===== src/rtl/collision_score_unit_pkg.sv =====
// Shared types and constants for the collision/score block: object kinds,
// the per-object bounding rectangle and the default point values.
package collision_pkg;

    // Storage width for rectangle bounds. It must hold COORD_W+1 bits so the
    // unwrapped world x can be compared against the bounds.
    localparam int COORD_MAX_W = 16;

    localparam int DEF_COIN_PTS  = 5;
    localparam int DEF_STOMP_PTS = 10;

    typedef enum logic [1:0] {
        KIND_NONE   = 2'd0,
        KIND_COIN   = 2'd1,
        KIND_STOMP  = 2'd2,
        KIND_HAZARD = 2'd3
    } obj_kind_t;

    typedef struct packed {
        logic [COORD_MAX_W-1:0] xlo;
        logic [COORD_MAX_W-1:0] xhi;
        logic [COORD_MAX_W-1:0] ylo;
        logic [COORD_MAX_W-1:0] yhi;
        obj_kind_t              kind;
    } obj_rect_t;

    // Coins and stomps are consumed and scored; hazards and empty slots are not.
    function automatic logic is_collectable(obj_kind_t k);
        return (k == KIND_COIN) || (k == KIND_STOMP);
    endfunction

endpackage


===== src/rtl/collision_score_unit_if.sv =====
// Bundle of the per-frame player inputs, object-table write bus and the
// score/award outputs of the collision unit.
interface collision_score_unit_if #(
    parameter int NUM_OBJ = 8,
    parameter int COORD_W = 10,
    parameter int SCORE_W = 16
);
    localparam int IDX_W = (NUM_OBJ > 1) ? $clog2(NUM_OBJ) : 1;

    logic               level_restart;
    logic [COORD_W-1:0] player_x;
    logic [COORD_W-1:0] player_y;
    logic [COORD_W-1:0] scroll_x;

    logic               obj_wr_en;
    logic [IDX_W-1:0]   obj_wr_idx;
    logic [COORD_W-1:0] obj_wr_xlo;
    logic [COORD_W-1:0] obj_wr_xhi;
    logic [COORD_W-1:0] obj_wr_ylo;
    logic [COORD_W-1:0] obj_wr_yhi;
    logic [1:0]         obj_wr_kind;

    logic [NUM_OBJ-1:0] obj_hit;
    logic [SCORE_W-1:0] score;
    logic [3:0]         lives;
    logic               game_over;
    logic               award_valid;
    logic [IDX_W-1:0]   award_idx;
    logic [7:0]         award_pts;

    modport master (
        output level_restart, player_x, player_y, scroll_x,
               obj_wr_en, obj_wr_idx, obj_wr_xlo, obj_wr_xhi,
               obj_wr_ylo, obj_wr_yhi, obj_wr_kind,
        input  obj_hit, score, lives, game_over,
               award_valid, award_idx, award_pts
    );

    modport slave (
        input  level_restart, player_x, player_y, scroll_x,
               obj_wr_en, obj_wr_idx, obj_wr_xlo, obj_wr_xhi,
               obj_wr_ylo, obj_wr_yhi, obj_wr_kind,
        output obj_hit, score, lives, game_over,
               award_valid, award_idx, award_pts
    );

endinterface


===== src/rtl/collision_rect_cmp.sv =====
// Combinational strict-bounds overlap test of one point against one rectangle.
module collision_rect_cmp
    import collision_pkg::*;
(
    input  logic [COORD_MAX_W-1:0] xlo,
    input  logic [COORD_MAX_W-1:0] xhi,
    input  logic [COORD_MAX_W-1:0] ylo,
    input  logic [COORD_MAX_W-1:0] yhi,
    input  logic [COORD_MAX_W-1:0] px,
    input  logic [COORD_MAX_W-1:0] py,
    output logic                   overlap
);

    // Bounds are exclusive on every edge: touching a border is not a hit.
    assign overlap = (xlo < px) && (px < xhi) && (ylo < py) && (py < yhi);

endmodule


===== src/rtl/collision_score_unit.sv =====
// Per-frame collision of the player against an object table: latches coin and
// stomp hits, drains one award per frame into a saturating score, and tracks
// lives with an invulnerability window after each hazard hit.
module collision_score_unit
    import collision_pkg::*;
#(
    parameter int NUM_OBJ       = 8,
    parameter int COORD_W       = 10,
    parameter int SCORE_W       = 16,
    parameter int START_LIVES   = 3,
    parameter int INVULN_FRAMES = 60,
    parameter int COIN_PTS      = DEF_COIN_PTS,
    parameter int STOMP_PTS     = DEF_STOMP_PTS
) (
    input logic                   frame_clk,
    input logic                   reset,
    collision_score_unit_if.slave bus
);

    localparam int IDX_W = (NUM_OBJ > 1) ? $clog2(NUM_OBJ) : 1;
    localparam int INV_W = $clog2(INVULN_FRAMES + 1);

    obj_rect_t          table_q [NUM_OBJ];
    obj_rect_t          table_d [NUM_OBJ];
    logic [NUM_OBJ-1:0] hit_q, hit_d;
    logic [NUM_OBJ-1:0] pend_q, pend_d;
    logic [SCORE_W-1:0] score_q, score_d;
    logic [3:0]         lives_q, lives_d;
    logic               over_q, over_d;
    logic               aval_q, aval_d;
    logic [IDX_W-1:0]   aidx_q, aidx_d;
    logic [7:0]         apts_q, apts_d;
    logic [INV_W-1:0]   inv_q, inv_d;

    logic [COORD_W:0]       world_x_raw;
    logic [COORD_MAX_W-1:0] world_x, world_y;
    logic [NUM_OBJ-1:0]     overlap, collectable, hazard, first, new_hits;
    logic                   hazard_hit, sel_valid;
    logic [IDX_W-1:0]       sel_idx;
    logic [7:0]             sel_pts;
    logic [SCORE_W:0]       score_sum;
    logic [SCORE_W-1:0]     score_sat;

    // One extra bit keeps player_x + scroll_x from wrapping.
    assign world_x_raw = {1'b0, bus.player_x} + {1'b0, bus.scroll_x};
    assign world_x     = COORD_MAX_W'(world_x_raw);
    assign world_y     = COORD_MAX_W'(bus.player_y);

    for (genvar i = 0; i < NUM_OBJ; i++) begin : g_obj
        localparam logic [NUM_OBJ-1:0] LOWER = NUM_OBJ'((64'd1 << i) - 64'd1);

        collision_rect_cmp u_cmp (
            .xlo     (table_q[i].xlo),
            .xhi     (table_q[i].xhi),
            .ylo     (table_q[i].ylo),
            .yhi     (table_q[i].yhi),
            .px      (world_x),
            .py      (world_y),
            .overlap (overlap[i])
        );

        assign collectable[i] = overlap[i] && is_collectable(table_q[i].kind);
        assign hazard[i]      = overlap[i] && (table_q[i].kind == KIND_HAZARD);
        // Priority encoder stage: pending here and nothing pending below.
        assign first[i]       = pend_q[i] && !(|(pend_q & LOWER));
    end

    assign sel_valid = |pend_q;

    // Turn the one-hot lowest-pending flag into an index.
    always_comb begin
        sel_idx = '0;
        for (int i = 0; i < NUM_OBJ; i++) begin
            if (first[i]) sel_idx = IDX_W'(i);
        end
    end

    assign sel_pts   = (table_q[sel_idx].kind == KIND_STOMP) ? 8'(STOMP_PTS) : 8'(COIN_PTS);
    assign score_sum = {1'b0, score_q} + (SCORE_W+1)'(sel_pts);
    assign score_sat = score_sum[SCORE_W] ? '1 : score_sum[SCORE_W-1:0];

    // After game over nothing new latches and lives are frozen.
    assign new_hits   = collectable & ~hit_q & {NUM_OBJ{!over_q}};
    assign hazard_hit = (|hazard) && (inv_q == '0) && (lives_q != '0) && !over_q;

    // Next-state: restart clears, else service one award, latch hits, then apply writes.
    always_comb begin
        // NOTE: every signal gets a default before any branch so no latches are inferred.
        table_d = table_q;
        hit_d   = hit_q;
        pend_d  = pend_q;
        score_d = score_q;
        lives_d = lives_q;
        over_d  = over_q;
        aval_d  = 1'b0;
        aidx_d  = '0;
        apts_d  = '0;
        inv_d   = (inv_q != '0) ? inv_q - 1'b1 : inv_q;

        if (bus.level_restart) begin
            hit_d  = '0;
            pend_d = '0;
            inv_d  = '0;
        end else begin
            if (sel_valid) begin
                pend_d[sel_idx] = 1'b0;
                aval_d          = 1'b1;
                aidx_d          = sel_idx;
                apts_d          = sel_pts;
                score_d         = score_sat;
            end
            hit_d  = hit_d | new_hits;
            pend_d = pend_d | new_hits;
            if (hazard_hit) begin
                lives_d = lives_q - 4'd1;
                inv_d   = INV_W'(INVULN_FRAMES);
                if (lives_q == 4'd1) over_d = 1'b1;
            end
            // A write on the same index as a fresh hit wins.
            if (bus.obj_wr_en) begin
                table_d[bus.obj_wr_idx] = '{xlo:  COORD_MAX_W'(bus.obj_wr_xlo),
                                            xhi:  COORD_MAX_W'(bus.obj_wr_xhi),
                                            ylo:  COORD_MAX_W'(bus.obj_wr_ylo),
                                            yhi:  COORD_MAX_W'(bus.obj_wr_yhi),
                                            kind: obj_kind_t'(bus.obj_wr_kind)};
                hit_d[bus.obj_wr_idx]  = 1'b0;
                pend_d[bus.obj_wr_idx] = 1'b0;
            end
        end
    end

    // State register with asynchronous active-high reset.
    always_ff @(posedge frame_clk or posedge reset) begin
        if (reset) begin
            // NOTE: the table is reset too, since empty slots must read as disabled with zero bounds.
            for (int i = 0; i < NUM_OBJ; i++) table_q[i] <= '0;
            hit_q   <= '0;
            pend_q  <= '0;
            score_q <= '0;
            lives_q <= 4'(START_LIVES);
            over_q  <= 1'b0;
            aval_q  <= 1'b0;
            aidx_q  <= '0;
            apts_q  <= '0;
            inv_q   <= '0;
        end else begin
            // NOTE: non-blocking assignments so every register samples pre-edge values.
            table_q <= table_d;
            hit_q   <= hit_d;
            pend_q  <= pend_d;
            score_q <= score_d;
            lives_q <= lives_d;
            over_q  <= over_d;
            aval_q  <= aval_d;
            aidx_q  <= aidx_d;
            apts_q  <= apts_d;
            inv_q   <= inv_d;
        end
    end

    assign bus.obj_hit     = hit_q;
    assign bus.score       = score_q;
    assign bus.lives       = lives_q;
    assign bus.game_over   = over_q;
    assign bus.award_valid = aval_q;
    assign bus.award_idx   = aidx_q;
    assign bus.award_pts   = apts_q;

endmodule

===== src/flat_wrapper.sv =====
// flat-port wrapper written by rule: the top's interface ports become plain ports
module collision_score_unit_flat import collision_pkg::*;
#(
    parameter int NUM_OBJ       = 8,
    parameter int COORD_W       = 10,
    parameter int SCORE_W       = 16,
    parameter int START_LIVES   = 3,
    parameter int INVULN_FRAMES = 60,
    parameter int COIN_PTS      = DEF_COIN_PTS,
    parameter int STOMP_PTS     = DEF_STOMP_PTS
)
  (frame_clk, reset, bus_level_restart, bus_player_x, bus_player_y, bus_scroll_x, bus_obj_wr_en, bus_obj_wr_idx, bus_obj_wr_xlo, bus_obj_wr_xhi, bus_obj_wr_ylo, bus_obj_wr_yhi, bus_obj_wr_kind, bus_obj_hit, bus_score, bus_lives, bus_game_over, bus_award_valid, bus_award_idx, bus_award_pts);
  collision_score_unit_if #(.NUM_OBJ(NUM_OBJ), .COORD_W(COORD_W), .SCORE_W(SCORE_W)) bus_i ();
  input logic frame_clk;
  input logic reset;
  input wire logic [$bits(bus_i.level_restart)-1:0] bus_level_restart;
  input wire logic [$bits(bus_i.player_x)-1:0] bus_player_x;
  input wire logic [$bits(bus_i.player_y)-1:0] bus_player_y;
  input wire logic [$bits(bus_i.scroll_x)-1:0] bus_scroll_x;
  input wire logic [$bits(bus_i.obj_wr_en)-1:0] bus_obj_wr_en;
  input wire logic [$bits(bus_i.obj_wr_idx)-1:0] bus_obj_wr_idx;
  input wire logic [$bits(bus_i.obj_wr_xlo)-1:0] bus_obj_wr_xlo;
  input wire logic [$bits(bus_i.obj_wr_xhi)-1:0] bus_obj_wr_xhi;
  input wire logic [$bits(bus_i.obj_wr_ylo)-1:0] bus_obj_wr_ylo;
  input wire logic [$bits(bus_i.obj_wr_yhi)-1:0] bus_obj_wr_yhi;
  input wire logic [$bits(bus_i.obj_wr_kind)-1:0] bus_obj_wr_kind;
  output wire logic [$bits(bus_i.obj_hit)-1:0] bus_obj_hit;
  output wire logic [$bits(bus_i.score)-1:0] bus_score;
  output wire logic [$bits(bus_i.lives)-1:0] bus_lives;
  output wire logic [$bits(bus_i.game_over)-1:0] bus_game_over;
  output wire logic [$bits(bus_i.award_valid)-1:0] bus_award_valid;
  output wire logic [$bits(bus_i.award_idx)-1:0] bus_award_idx;
  output wire logic [$bits(bus_i.award_pts)-1:0] bus_award_pts;
  assign bus_i.level_restart = bus_level_restart;
  assign bus_i.player_x = bus_player_x;
  assign bus_i.player_y = bus_player_y;
  assign bus_i.scroll_x = bus_scroll_x;
  assign bus_i.obj_wr_en = bus_obj_wr_en;
  assign bus_i.obj_wr_idx = bus_obj_wr_idx;
  assign bus_i.obj_wr_xlo = bus_obj_wr_xlo;
  assign bus_i.obj_wr_xhi = bus_obj_wr_xhi;
  assign bus_i.obj_wr_ylo = bus_obj_wr_ylo;
  assign bus_i.obj_wr_yhi = bus_obj_wr_yhi;
  assign bus_i.obj_wr_kind = bus_obj_wr_kind;
  assign bus_obj_hit = bus_i.obj_hit;
  assign bus_score = bus_i.score;
  assign bus_lives = bus_i.lives;
  assign bus_game_over = bus_i.game_over;
  assign bus_award_valid = bus_i.award_valid;
  assign bus_award_idx = bus_i.award_idx;
  assign bus_award_pts = bus_i.award_pts;
  collision_score_unit #(.NUM_OBJ(NUM_OBJ), .COORD_W(COORD_W), .SCORE_W(SCORE_W), .START_LIVES(START_LIVES), .INVULN_FRAMES(INVULN_FRAMES), .COIN_PTS(COIN_PTS), .STOMP_PTS(STOMP_PTS)) u_core (.frame_clk(frame_clk), .reset(reset), .bus(bus_i));
endmodule

===== config.mk =====
export PLATFORM = sky130hd
export DESIGN_NAME = collision_score_unit_flat
export DESIGN_NICKNAME = d
export VERILOG_FILES = /design/src/rtl/collision_score_unit_pkg.sv /design/src/rtl/collision_score_unit_if.sv /design/src/rtl/collision_rect_cmp.sv /design/src/rtl/collision_score_unit.sv /design/src/flat_wrapper.sv
export SDC_FILE = /design/constraint.sdc
export NUM_CORES = 1
export LEC_CHECK = 0
export ABC_AREA = 1
export CAP_MARGIN = 40
export CELL_PAD_IN_SITES_DETAIL_PLACEMENT = 2
export CELL_PAD_IN_SITES_GLOBAL_PLACEMENT = 2
export CORE_MARGIN = 5
export CORE_UTILIZATION = 35
export DETAILED_ROUTE_END_ITERATION = 8
export HOLD_SLACK_MARGIN = 0.12
export PLACE_DENSITY = 0.78
export SYNTH_ARGS = -nofsm -noshare
export SYNTH_HDL_FRONTEND = slang
export SYNTH_SLANG_ARGS = --single-unit

===== constraint.sdc =====
create_clock -name frame_clk -period 17.9 [get_ports frame_clk]
set_input_delay 5.37 -clock frame_clk [delete_from_list [all_inputs] [get_ports frame_clk]]
set_output_delay 5.37 -clock frame_clk [all_outputs]
set_load 0.05 [all_outputs]

======== Word-level counts from Yosys, hierarchy flattened ========
Cells that the tools add are included.
operators by class
  add/sub/neg operators ................... 4
  multiply operators ...................... 0
  div/mod/pow operators ................... 0
  order comparisons ....................... 39
  equality and inequality tests ........... 26
  shifts and indexed selects .............. 0
  muxes and demuxes ....................... 34
  bitwise gates (word level) .............. 13
  reduce and logical (&&, ||, !) cells .... 85
operators with widths
  kind                  count
  $bwmux W528           1
  $bmux W66 S3          1
  $demux W66 S3         1
  $lt A10 B16 Y1        8
  $lt A11 B16 Y1        8
  $lt A16 B10 Y1        8
  $lt A16 B11 Y1        8
  $mux W66              1
  $mux W8               8
  $logic_and A1 B1 Y1   53
  $and A8 B8 Y8         5
  $eq A2 B2 Y1 const B  17
  $mux W3               8
  $not A8 Y8            3
  $mux W6               3
  $add A16 B8 Y17       1
  $eq A2 B1 Y1 const B  8
  $mux W16              1
  $or A8 B8 Y8          2
  $reduce_or A8 Y1      2
  $add A10 B10 Y11      1
  $ge A4 B4 Y1 const B  2
  $logic_not A1 Y1      8
  $logic_or A1 B1 Y1    8
  other kinds (24)      35
word-level totals
  flip-flop bits (word level) ............. 583
  latch bits .............................. 0
  bits in writable memories ............... 0
  memory bits (read-only) ................. 0
  input port bits ......................... 79
  logic and storage cells ................. 250
  memories ................................ 0

======== Longest topological paths before layout ========
  depth after elaboration ................. 21
  depth in mapped cells ................... 27
  mapped depth without buffers ............ 27

======== By module ========
A second synthesis with hierarchy kept.
second synthesis, totals
  cells, all modules ...................... 3925
  area, all modules ....................... 28841.4 µm²
by module, submodules not included
  module                                          instances  cells an instance  area an instance (µm²)  sequential area each (µm²)
  collision_score_unit                            1          1586               15403.5                 9636.7
  collision_rect_cmp (u_core.g_obj[0].u_cmp ...)  7          293                1680.4                  0.0
  collision_rect_cmp (u_core.g_obj[5].u_cmp)      1          288                1675.4                  0.0

======== Least setup slack after synthesis ========
No wires, ideal clock.
  path type ............................... in2reg
  start point ............................. in bus_scroll_x[2]
  end point ............................... reg u_core.lives_q[2], in the netlist u_core.bus.lives[2]
  library setup time ...................... 0.123 ns
  arrival ................................. 8.824 ns
  path slack .............................. 8.953 ns
  stages .................................. 25
  buffers on the path ..................... 0
  path through ............................ ha_1 -> nand2_1 -> nand2_1 -> nand2_1 -> nand3_2 -> nand2_1 -> nand2_1 -> a21oi_1 -> nor2_1 -> nor2_1 -> o21bai_1 -> xor2_1 -> inv_1 -> ha_1 -> or4_1 -> nor2_1 -> nand3_1 -> nor2_1 -> nand4_1 -> nand2_1 -> nor2_1 -> nand2_4 -> nand3_4 -> nand2_1 -> o21ai_1
on the way
  cells in the longest elaborated chain, start to end .. 11
ends and longest elaborated chain
  what                                              RTL line                     RTL
  start: declaration                                flat_wrapper.sv:19           input wire logic [$bits(bus_i.scroll_x)-1:0] bus_scroll_x;
  $add A10 B10 Y11 (*)                              collision_score_unit.sv:45   assign world_x_raw = {1'b0, bus.player_x} + {1'b0, bus.scroll_x};
  $lt A16 B11 Y1 or $lt A11 B16 Y1 (tied branches)  collision_rect_cmp.sv:15     assign overlap = (xlo < px) && (px < xhi) && (ylo < py) && (py < yhi);
  $logic_and A1 B1 Y1 (3 in a row)                  collision_rect_cmp.sv:15
  $logic_and A1 B1 Y1                               collision_score_unit.sv:63   assign hazard[i] = overlap[i] && (table_q[i].kind == KIND_HAZARD);
  $reduce_or A8 Y1 (*)                              collision_score_unit.sv:84   assign hazard_hit = (|hazard) && (inv_q == '0) && (lives_q != '0) && !over_q;
  $logic_and A1 B1 Y1 (*) (3 in a row)              collision_score_unit.sv:84
  $reduce_and A2 Y1 (no source line) (*)            n/a
  end signal: assignment                            collision_score_unit.sv:140  lives_q <= 4'(START_LIVES);
  end signal: assignment                            collision_score_unit.sv:152  lives_q <= lives_d;
  end: declaration                                  collision_score_unit.sv:28   logic [3:0] lives_q, lives_d;
Mark *: on every way between the ends. The rest lies on a longest branch, timed or not.
A chain may end at the register's enable or synchronous reset.

======== Worst setup path in the final report ========
  start point ............................. in bus_scroll_x[2]
  end point ............................... reg u_core.inv_q[5]
on the way
  cells in the longest elaborated chain, start to end .. 12
ends and longest elaborated chain
  what                                              RTL line                     RTL
  $add A10 B10 Y11 (*)                              collision_score_unit.sv:45
  $lt A16 B11 Y1 or $lt A11 B16 Y1 (tied branches)  collision_rect_cmp.sv:15
  $logic_and A1 B1 Y1 (3 in a row)                  collision_rect_cmp.sv:15
  $logic_and A1 B1 Y1                               collision_score_unit.sv:63
  $reduce_or A8 Y1 (*)                              collision_score_unit.sv:84
  $logic_and A1 B1 Y1 (*) (3 in a row)              collision_score_unit.sv:84
  $mux W6                                           collision_score_unit.sv:114  if (hazard_hit) begin
  $mux W6                                           collision_score_unit.sv:100  if (bus.level_restart) begin
  end signal: assignment                            collision_score_unit.sv:157  inv_q <= inv_d;
  end: declaration                                  collision_score_unit.sv:33   logic [INV_W-1:0] inv_q, inv_d;
Marked as above.

==> impl_results.md <==
- Area of the placeable core: 0.0627 mm²
- Post-cts repair resize count: 0
- Fraction of final layout cells with drive strength greater than 1: 5.25%
- Setup Viol. Count Final: 0
- Vias in the first global route: 21.8k
- Cell type with the highest occurrence count on the critical path: nand2_1
- Via Count: 19.0k
- Count of input and output buffers: 115
- Kind of end point of the critical path: flip-flop
- First-pass GRT wire length: 122 mm
- Worst setup path class: in -> reg
- Startpoint type of the worst setup path: input pin
- Initial antenna violation count: 1
- Max Cap Violations: 0
- Clk Tree Root Cell: clkbuf_16
- Post-route insts no fill: 3686
- Total global routing overflow: 0
- Starting density of the core: 35.2%
- Design Power: 3.08 mW
- Top fanout value on the critical path: 9
- Xor/xnor share of the synthesized area: 0.635%
- Total count of max-transition violations in the final report: 0
- Actual transition at the worst max-transition pin: 0.928 ns
- Placed Cells incl. Taps: 3598
- Die Footprint: 0.0682 mm²
- Yosys warning count: 0
- Sink Count: 385
- Pwr dens: 118 mW/mm²
- Final HPWL from detailed placement: 55.9 mm
- Final critical path time including I/O delays and setup: 9.50 ns
- Count of different cell masters after synthesis: 52
- Data required time at the worst endpoint: 18.41 ns
- Number of nets with antenna violations after detailed routing: 0
- Die boundary height: 261 µm
- Setup slack after placement: 7.86 ns
- Sequential element share of the synthesized area: 43.7%
- Maximum number of buffers from clock root to sink: 3
- Final worst slack: 8.40 ns
- Worst-case headroom to the max-slew limit: 37.8%
- Setup repair after global routing missed its margin: false
- Clock tree from TritonCTS: done
- Synth Cell Area: 0.0221 mm²
- Result of the run: complete, no violations
- Maximum clock frequency: 105 MHz
- CTS H-tree lvls: 2
- Post-layout utilization of the core: 41.4%
- Area of all placed cells without fillers: 0.0260 mm²
- Global placement routability congestion: 0.890
- Clock slew seen by the registers of the worst setup and hold paths: 0.06 ns
- Cell with the largest stage delay on the worst path: clkdlybuf4s50_1
- Worst setup skew after layout: 0.0221 ns
- Number of instances in the synthesized netlist: 2696
- Die Span X: 261 µm
- Number of DRC violations after detailed routing: 0
- Maximum number of pins on one net before global-route repair: 145
- Per-cell routed wire length: 20.9 µm
- Post-CTS Hold Fix Bufs: 0
- Peak per-stage delay on the critical path: 0.41 ns
- Setup repair bufs after CTS: 0
- Combined global-route utilization of all metal layers: 22.6%
- Highest ir drop seen on vdd: 0.0000576 V
- Combinational family with the most area after synthesis: simple AND/OR/NAND/NOR gates
- Worst min path class: reg -> reg
- Post-synthesis share of cell area spent on and, or, nand and nor gates: 18.3%
- Layout net count: 3164
- Post-synth top area share: 43.4%
- CP bufs+invs: 3
- Standby leakage power: 13.2 nW
- TritonCTS Buffers: 48
- CP top delay family: simple AND/OR/NAND/NOR gates
- Initial drt markers: 997
- Synthesized-area fraction occupied by adder cells: 16.1%
- Sum of routed wire length over all layers: 76.9 mm
- Final Hold Fails: 0
- Setup TNS Final: 0 ns
- Synth area leader: dfrtp_1
- Standard cell area after detailed placement: 0.0243 mm²
- Top-Level Pins: 120
- Detail-routed via count per cell: 5.16
- Synthesized flop and latch total: 385
- Clock latency at the later pin of the worst-skew pair: 0.59 ns
- Final-layout worst hold slack: 0.482 ns
- First-pass iteration count of the detailed router: 4
- Data arrival time of the critical path: 10.01 ns
- Mean instance size in the synthesized netlist: 8.18 µm²
- Multiplexer share of the synthesized area: 0.0454%
- Synthesized-area fraction occupied by ao, oa, aoi and oai cells: 12.9%
- Final worst-path cycle share: 53.1%
- Number of cell rows: 92
- Layout area overhead: 17.7%
- Synth area leaders: dfrtp_1, ha_1, nand2_1
path summary, 6_finish.rpt:
kind / startpoint / end / slack (ns) / depth (start not counted)
max: bus_scroll_x[2] / u_core.inv_q[5] / 8.40 / 29
min: u_core.table_q[84] / u_core.table_q[84] / 0.48 / 2
max reg2reg: u_core.pend_q[1] / u_core.bus.score[13] / 12.89 / 24
min reg2reg: u_core.table_q[84] / u_core.table_q[84] / 0.48 / 2
max in group asynchronous: reset / u_core.table_q[372] / 11.11 / 4
min in group asynchronous: reset / u_core.table_q[269] / 5.17 / 2
flip-flops by register name, indices dropped and copies added, names as in the netlist:
signal,count
u_core.inv_q,6
u_core.bus.award_valid,1
u_core.bus.award_pts,2
u_core.bus.score,16
u_core.bus.lives,4
u_core.bus.obj_hit,8
u_core.bus.award_idx,3
u_core.pend_q,8
u_core.bus.game_over,1
u_core.table_q,336
area by class of cell:
type / instances / area (µm²)
antenna: 1 / 2.50
clock buffer: 74 / 1520
clock inverter: 13 / 118
fill: 7051 / 36800
inverter: 394 / 1490
multi-input combinational: 1836 / 10700
sequential: 385 / 9640
tap: 846 / 1060
timing repair buffer: 137 / 1480
cell families after synthesis:
group,count (synthesis)
AO/OA/AOI/OAI,542
XOR/XNOR,16
adder cells (fa/ha/maj),283
buffers and inverters,478
flip-flops,385
multiplexers,1
other,1
AND/OR/NAND/NOR,990
cells in the final DEF, fill, tap and decap left out, types with 3 or more instances in the layout:
cell type,instances
nand2_1,731
inv_1,383
dfrtp_1,383
o21ai_0,343
ha_1,281
a21oi_1,148
clkdlybuf4s50_1,115
nor2_1,106
nand3_1,77
clkbuf_16,49
nand4_1,25
clkbuf_8,20
xor2_1,12
buf_4,12
o21a_1,11
nor3_1,10
nor4_1,10
clkinv_2,10
nand2_2,9
inv_2,9
o21ai_1,8
nand3_4,6
nand2_4,5
clkbuf_1,5
buf_12,5
buf_16,5
a211oi_1,4
o211ai_1,4
xnor2_1,4
conb_1,4
a21o_1,3
o21bai_1,3
a21boi_0,3
synthesized netlist by cell type, drive strengths merged:
master	number
or2	1
nand4	26
nand2	745
a31o	1
nand3	85
nor4	10
xor2	12
mux2i	1
a21boi	3
a211o	1
clkbuf	64
o221ai	1
a31oi	2
or4	1
a21oi	151
dfstp	2
a22o	2
a22oi	1
a21o	3
fa	2
dfrtp	383
o31ai	1
inv	393
buf	20
o31a	2
a211oi	4
o211ai	4
o21a	11
o2111ai	1
nor3	12
o21ai	351
conb	1
nand3b	1
xnor2	4
o21bai	3
nor2	109
ha	281
clkinv	1
worst register-to-register path: cells and delay by family, from the launching register on:
family                   cells  cell delay [ns]
flip-flops                   1             0.40
AO/OA/AOI/OAI                3             0.42
adder cells (fa/ha/maj)      1             0.43
buffers and inverters        2             0.25
AND/OR/NAND/NOR             18             3.44
layer usage:
| metal | up-vias | routed length (µm) | track usage [%] |
|---|---|---|---|
| li1 | 8944 | - | - |
| met1 | 9802 | 35000 | 29.5 |
| met4 | 0 | 1340 | 4.42 |
| met3 | 88 | 1900 | 2.67 |
| met5 | - | 0 | 0 |
| met2 | 180 | 38600 | 40.7 |
report_power, final:
part           internal, mW  switching, mW
registers              1.04          0.115
clock network         0.610          0.402
logic                 0.334          0.572
No activity file was read; power rests on OpenSTA's default activity.
